### src/rtl/cache_arbiter.sv
// ----------------------------------------------------------------------------
// cache_arbiter
//   Shares a single L2 port between an I-cache (read only) and a D-cache
//   (read or writeback). One transaction is outstanding at a time. After
//   each completion the arbiter spends one RECOVER cycle without granting.
//   This gives the served requester time to drop its level request before
//   the next arbitration.
//
// Parameters
//   FAIR       : 1 = alternate on contention, 0 = D-side always wins
//
// Ports
//   clk        : sole clock, rising edge
//   rst_n      : synchronous active-low reset
//   i_read     : I-cache read request (level, held until i_resp)
//   i_address  : I-cache line address
//   i_rdata    : line returned to the I-cache (pass-through of l2_rdata)
//   i_resp     : one-cycle completion pulse to the I-cache
//   d_read     : D-cache read request (level, held until d_resp)
//   d_write    : D-cache writeback request (level, wins over d_read)
//   d_address  : D-cache line address
//   d_wdata    : D-cache writeback line
//   d_rdata    : line returned to the D-cache (pass-through of l2_rdata)
//   d_resp     : one-cycle completion pulse to the D-cache
//   l2_read    : registered read request to L2
//   l2_write   : registered write request to L2
//   l2_address : registered L2 address, latched at grant
//   l2_wdata   : registered L2 write data, latched at grant
//   l2_rdata   : L2 read data, valid with l2_resp
//   l2_resp    : L2 completion pulse
// ----------------------------------------------------------------------------
module cache_arbiter #(
    parameter int unsigned FAIR = 1
) (
    input  logic         clk,
    input  logic         rst_n,
    input  logic         i_read,
    input  logic [15:0]  i_address,
    output logic [127:0] i_rdata,
    output logic         i_resp,
    input  logic         d_read,
    input  logic         d_write,
    input  logic [15:0]  d_address,
    input  logic [127:0] d_wdata,
    output logic [127:0] d_rdata,
    output logic         d_resp,
    output logic         l2_read,
    output logic         l2_write,
    output logic [15:0]  l2_address,
    output logic [127:0] l2_wdata,
    input  logic [127:0] l2_rdata,
    input  logic         l2_resp
);

    localparam logic [1:0] IDLE    = 2'd0;
    localparam logic [1:0] SERVE_I = 2'd1;
    localparam logic [1:0] SERVE_D = 2'd2;
    localparam logic [1:0] RECOVER = 2'd3;

    localparam logic GRANT_I = 1'b0;
    localparam logic GRANT_D = 1'b1;

    logic [1:0]   state_q,      state_d;
    logic         last_grant_q, last_grant_d;
    logic         l2_read_q,    l2_read_d;
    logic         l2_write_q,   l2_write_d;
    logic [15:0]  l2_address_q, l2_address_d;
    logic [127:0] l2_wdata_q,   l2_wdata_d;

    logic i_pend;
    logic d_pend;
    logic pick_d;

    assign i_pend = i_read;
    assign d_pend = d_read | d_write;

    // D wins when it is alone. Under contention it wins if fairness is off,
    // or if I was the side served last.
    assign pick_d = d_pend & (~i_pend | (FAIR == 32'd0) | (last_grant_q == GRANT_I));

    always_comb begin
        state_d      = state_q;
        last_grant_d = last_grant_q;
        l2_read_d    = l2_read_q;
        l2_write_d   = l2_write_q;
        l2_address_d = l2_address_q;
        l2_wdata_d   = l2_wdata_q;
        case (state_q)
            IDLE: begin
                if (pick_d) begin
                    state_d      = SERVE_D;
                    l2_address_d = d_address;
                    l2_wdata_d   = d_wdata;
                    // Read and write together are treated as a writeback only.
                    l2_write_d   = d_write;
                    l2_read_d    = d_read & ~d_write;
                end else if (i_pend) begin
                    state_d      = SERVE_I;
                    l2_address_d = i_address;
                    l2_read_d    = 1'b1;
                    l2_write_d   = 1'b0;
                end
            end
            SERVE_I: begin
                if (l2_resp) begin
                    state_d      = RECOVER;
                    last_grant_d = GRANT_I;
                    l2_read_d    = 1'b0;
                    l2_write_d   = 1'b0;
                end
            end
            SERVE_D: begin
                if (l2_resp) begin
                    state_d      = RECOVER;
                    last_grant_d = GRANT_D;
                    l2_read_d    = 1'b0;
                    l2_write_d   = 1'b0;
                end
            end
            RECOVER: state_d = IDLE;
            default: state_d = IDLE;
        endcase
    end

    always_ff @(posedge clk) begin
        if (!rst_n) begin
            state_q      <= IDLE;
            last_grant_q <= GRANT_I;
            l2_read_q    <= 1'b0;
            l2_write_q   <= 1'b0;
            l2_address_q <= '0;
            l2_wdata_q   <= '0;
        end else begin
            state_q      <= state_d;
            last_grant_q <= last_grant_d;
            l2_read_q    <= l2_read_d;
            l2_write_q   <= l2_write_d;
            l2_address_q <= l2_address_d;
            l2_wdata_q   <= l2_wdata_d;
        end
    end

    // The completion pulses come straight from l2_resp while serving. They
    // are gated by rst_n so that no pulse appears while reset is held.
    assign i_resp     = rst_n & (state_q == SERVE_I) & l2_resp;
    assign d_resp     = rst_n & (state_q == SERVE_D) & l2_resp;
    assign i_rdata    = l2_rdata;
    assign d_rdata    = l2_rdata;

    assign l2_read    = l2_read_q;
    assign l2_write   = l2_write_q;
    assign l2_address = l2_address_q;
    assign l2_wdata   = l2_wdata_q;

endmodule

### config.mk
export PLATFORM = sky130hd
export DESIGN_NAME = cache_arbiter
export DESIGN_NICKNAME = d
export VERILOG_FILES = /design/src/rtl/cache_arbiter.sv
export SDC_FILE = /design/constraint.sdc
export NUM_CORES = 1
export LEC_CHECK = 0
export BUFFER_PORTS_ARGS = -buffer_cell sky130_fd_sc_hd__clkbuf_2
export CAP_MARGIN = 20
export CORE_AREA = 2 2 276 278
export CTS_BUF_LIST = sky130_fd_sc_hd__clkbuf_4
export CTS_CLUSTER_DIAMETER = 80
export DETAILED_ROUTE_END_ITERATION = 7
export DIE_AREA = 0 0 278 280
export MAX_ROUTING_LAYER = met4
export PLACE_DENSITY = 0.3
export SLEW_MARGIN = 25
export SYNTH_ARGS = -nofsm -noshare
export SYNTH_HDL_FRONTEND = slang
export SYNTH_SLANG_ARGS = --single-unit
export TNS_END_PERCENT = 1
### constraint.sdc
create_clock -name clk -period 1.9 [get_ports clk]
set_input_delay 0.38 -clock clk [delete_from_list [all_inputs] [get_ports clk]]
set_output_delay 0.38 -clock clk [all_outputs]
set_load 0.1 [all_outputs]
[After elaboration in Yosys (flattened, before gate mapping)]
Index checks and enable logic that the tools add are counted.
Operators by class
  equal/unequal tests: 7
  multiplexer cells: 15
  bitwise logic cells: 11
  reductions and logical operators: 10
Operators by type and width (number)
  $mux W16: 2
  $and A1 B1 Y1: 6
  $mux W1: 6
  $mux W2: 3
  $pmux W1 S2: 3
  $pmux W2 S3: 1
  $reduce_and A2 Y1: 3
  $reduce_and A3 Y1: 2
  $reduce_bool A2 Y1: 3
  $eq A2 B2 Y1 const B: 2
  $ne A2 B2 Y1 const B: 2
  $ne A3 B3 Y1 const B: 1
  $not A1 Y1: 3
  $eq A2 B1 Y1 const B: 1
  $logic_not A2 Y1: 1
  $ne A2 B1 Y1 const B: 1
  $or A1 B1 Y1: 2
  $reduce_or A2 Y1: 1
Storage, ports and cells
  register bits: 149
  input port bits: 294
  word-level logic and storage cells: 49

[Depth between registers and ports, before layout]
  depth in word-level cells: 5
  depth in mapped cells: 8
  mapped depth without buffers: 5

[Worst setup path before layout]
Ideal clock, no wire load.
  path kind: input to output
  from: input rst_n
  to: output i_resp
  arrival: 1.955 ns
  data required time: 1.520 ns
  path slack: -0.435 ns
  cell stages on the path: 3
  buffers on the path: 1
  path through: clkinv_1 clkbuf_1 nor2_1
On the way
  cells in the longest elaborated chain, start to end: 2
RTL lines
  start, declared: line 36  | input logic rst_n,
  $and A1 B1 Y1 (2 in series): line 145  | assign i_resp = rst_n & (state_q == SERVE_I) & l2_resp;
  end, declared: line 40  | output logic i_resp,
Every way passes these cells.

[Final worst setup path]
  from: register state_q[0]
  to: output d_resp
On the way
  cells in the longest elaborated chain, start to end: 3
RTL lines
  start, declared: line 63  | logic [1:0] state_q, state_d;
  start signal, assigned: line 134  | state_q <= state_d;
  $eq A2 B2 Y1: line 146  | assign d_resp = rst_n & (state_q == SERVE_D) & l2_resp;
  $and A1 B1 Y1 (2 in series): line 146
  end, declared: line 46  | output logic d_resp,
Every way passes these cells.

==> reports/results.ini <==
[timing]
rsz0062_at_grt=yes
clock_skew_ns=0.0254
hold_viol=0
finalCriticalPeriod_ns=2.01
max_freq_ghz=0.498
period_share=1.06
fin_ws_ns=-0.109
slew_violations=0
tightest_slew_ns=0.480
relSlewSlack=0.680
finalSetupViolCount=2

[yosys]
synthFlopType=dfxtp_1
synth-seq-cells=149
syn_inst=968
synth.distinct_cells=31
syn_area_um2=7760
synth-edff-count=0
yosys_warnings=0
ys_seq_area_frac=0.384
ys_top_cells_by_count=buf_4, dfxtp_1, o21ai_0
synth.area.top_cells=dfxtp_1, buf_4, o21ai_0
synthArstFlopShare=0
synth.most_common_cell=buf_4
yosys.area.top_type_share=0.384
synth_top_cell_by_area=dfxtp_1
synth_nets=1266
synth_area_per_cell_um2=8.02

[routing]
drtIter0Drc=252
routed-via-count=7386
drt-wirelength-per-cell_um=14.9
ant_nets=0
firstDrtPassIters=5
drt-total-wl_um=32100
route.detailed.drc=0
viasPerCell=3.42

[power]
peakVddDrop_mv=0.765
power.density_nw_per_um2=1490
leakagePower_uw=0.00522

[setup_path]
critPathKind=register to output pin
path_max_fanout=3
crit_path_end_kind=output pin
critPathLaunchType=register
worstPathArrival_ns=1.63
cp_data_required_time_ns=1.52

[clocking]
cts-htree-levels=4
cts.sink_count=149
cts_buffer_depth=2
clkTransAtPathRegs_ns=0.15
tritoncts=built
clk_latency_ns=0.71
cts_buffers=17
cts-root-buf=clkbuf_4

[cells_and_area]
stdcell_count=2159
final.fill_count=8357
final-seq-area_um2=3100
drive_above_1_share=0.411
multi_input_area_um2=2540
areaGrowthSynthToFinish_pct=72.9
nNetsFinal=1464

[grt]
antenna_found_initial=3
grt-ovfl-total=0
grt_max_degree=82
grt_pass1_vias=7681
grt_pass1_wl_um=46800
gr-usage-all-layers=0.0831

[floorplan]
die_area_um2=77800
top_level_ports=698
start_util=0.103
placeableCoreArea_um2=75200
die_w_um=278
die-height_um=280
row_count=101

[flow_run]
drv_cap=0

[placement]
gp_congestion=0.688
post-place-ws_ns=0.293
port_buffers=313
hpwlAfterDp_um=21100
place_inst=1957

[status]
status=finished, violations left
violations=setup timing

[worst_hold_path]
hold_path.class=input port to register

==> cell type report <==
class | count | share of cell area
flip-flops and latches | 149 | 0.231
clock inverters | 15 | 0.0132
diodes | 2 | 0.000373
multi-input cells | 480 | 0.189
well taps | 978 | 0.0912
clock buffers | 17 | 0.00951
inverters | 4 | 0.00168
repair buffers | 514 | 0.463
==> report_power, final <==
part	internal [uW]	total [uW]	switching (uW)
logic	4500	12900	8410
clock network	921	2430	1510
registers	4010	4660	650
total	9440	20000	10600
==> logic make-up (layout without fill, tap and decap cells) <==
family | count (synthesis) | count (layout) | share of synthesized area
buf+inv | 339 | 550 | 0.299
compound gates | 300 | 300 | 0.202
simple gates | 176 | 176 | 0.109
flops | 149 | 149 | 0.384
fa+ha+maj | 4 | 4 | 0.00645
other cells | 0 | 2 | 0
==> final timing paths <==
check	slack (ns)	end	from	depth (start not counted)
worst max-delay path	-0.11	d_resp	state_q[0]	4
worst min-delay path	0.22	state_q[0]	d_read	4
worst max register to register	0.27	state_q[1]	state_q[0]	6
worst min register to register	0.48	l2_write	l2_write	2
==> cell usage in the layout, fill, tap and decap left out, types with 2 or more instances in the layout <==
| master | synthesis | final |
|---|---|---|
| inv_4 | 0 | 3 |
| a31oi_1 | 16 | 16 |
| dfxtp_2 | 0 | 89 |
| dfxtp_1 | 149 | 58 |
| o21ai_0 | 134 | 134 |
| clkbuf_2 | 2 | 165 |
| buf_12 | 0 | 17 |
| dfxtp_4 | 0 | 2 |
| a21oi_1 | 129 | 129 |
| nor2_1 | 4 | 3 |
| clkbuf_16 | 0 | 110 |
| clkinv_4 | 0 | 2 |
| clkbuf_8 | 0 | 35 |
| clkinv_2 | 0 | 4 |
| ha_4 | 0 | 3 |
| bufinv_16 | 0 | 3 |
| nand2_1 | 37 | 36 |
| dlygate4sd3_1 | 0 | 165 |
| o21ai_1 | 13 | 13 |
| buf_4 | 258 | 22 |
| clkbuf_4 | 0 | 17 |
| diode_2 | 0 | 2 |
| nand3_1 | 128 | 128 |
| nor2b_1 | 2 | 2 |
| clkinvlp_4 | 0 | 2 |
| inv_6 | 0 | 4 |
==> sequential cells by signal, summed over array words and instances (netlist names) <==
name	cells
last_grant_q	1
l2_address	16
l2_write	1
state_q	2
l2_read	1
l2_wdata	128
==> per-stage QoR <==
| step | setup TNS [ns] | cell area (um^2) | utilization | power, uW | hold WS, ns |
|---|---|---|---|---|---|
| global route | -0.570 | 13400 | 0.178 | 21000 | 0.149 |
| global placement | 0 | 8750 | 0.116 | 14700 | 0.460 |
| detailed placement | 0 | 8750 | 0.116 | 14700 | 0.453 |
| floorplan | 0 | 7760 | - | 14700 | 0.471 |
| finish | -0.200 | 13400 | 0.178 | 20000 | 0.225 |
| CTS | -0.649 | 13400 | 0.178 | 20400 | 0.0137 |
==> worst max-delay path: stages (launching register included) <==
cell     delay, ns
dfxtp_4       0.39
inv_4         0.06
ha_4          0.12
and3_4        0.18
buf_12        0.17
==> per-layer routing <==
| metal | up-vias | routed length, um | GRT usage |
|---|---|---|---|
| met5 | - | 0 | - |
| met2 | 361 | 15300 | 0.131 |
| met1 | 3448 | 12600 | 0.0851 |
| met3 | 117 | 2680 | 0.0353 |
| li1 | 3460 | - | - |
| met4 | 0 | 1610 | 0.0546 |
==> timing repair <==
item / CTS / global route
buffers inserted: 3 / 0
hold buffers: 165 / 0
endpoints found under the setup margin: 148 / 2
hold endpoints to repair: 149 / 0
gates resized for setup: 506 / 1
pin swaps: 2 / 1
Power figures use the tool's default switching activity.
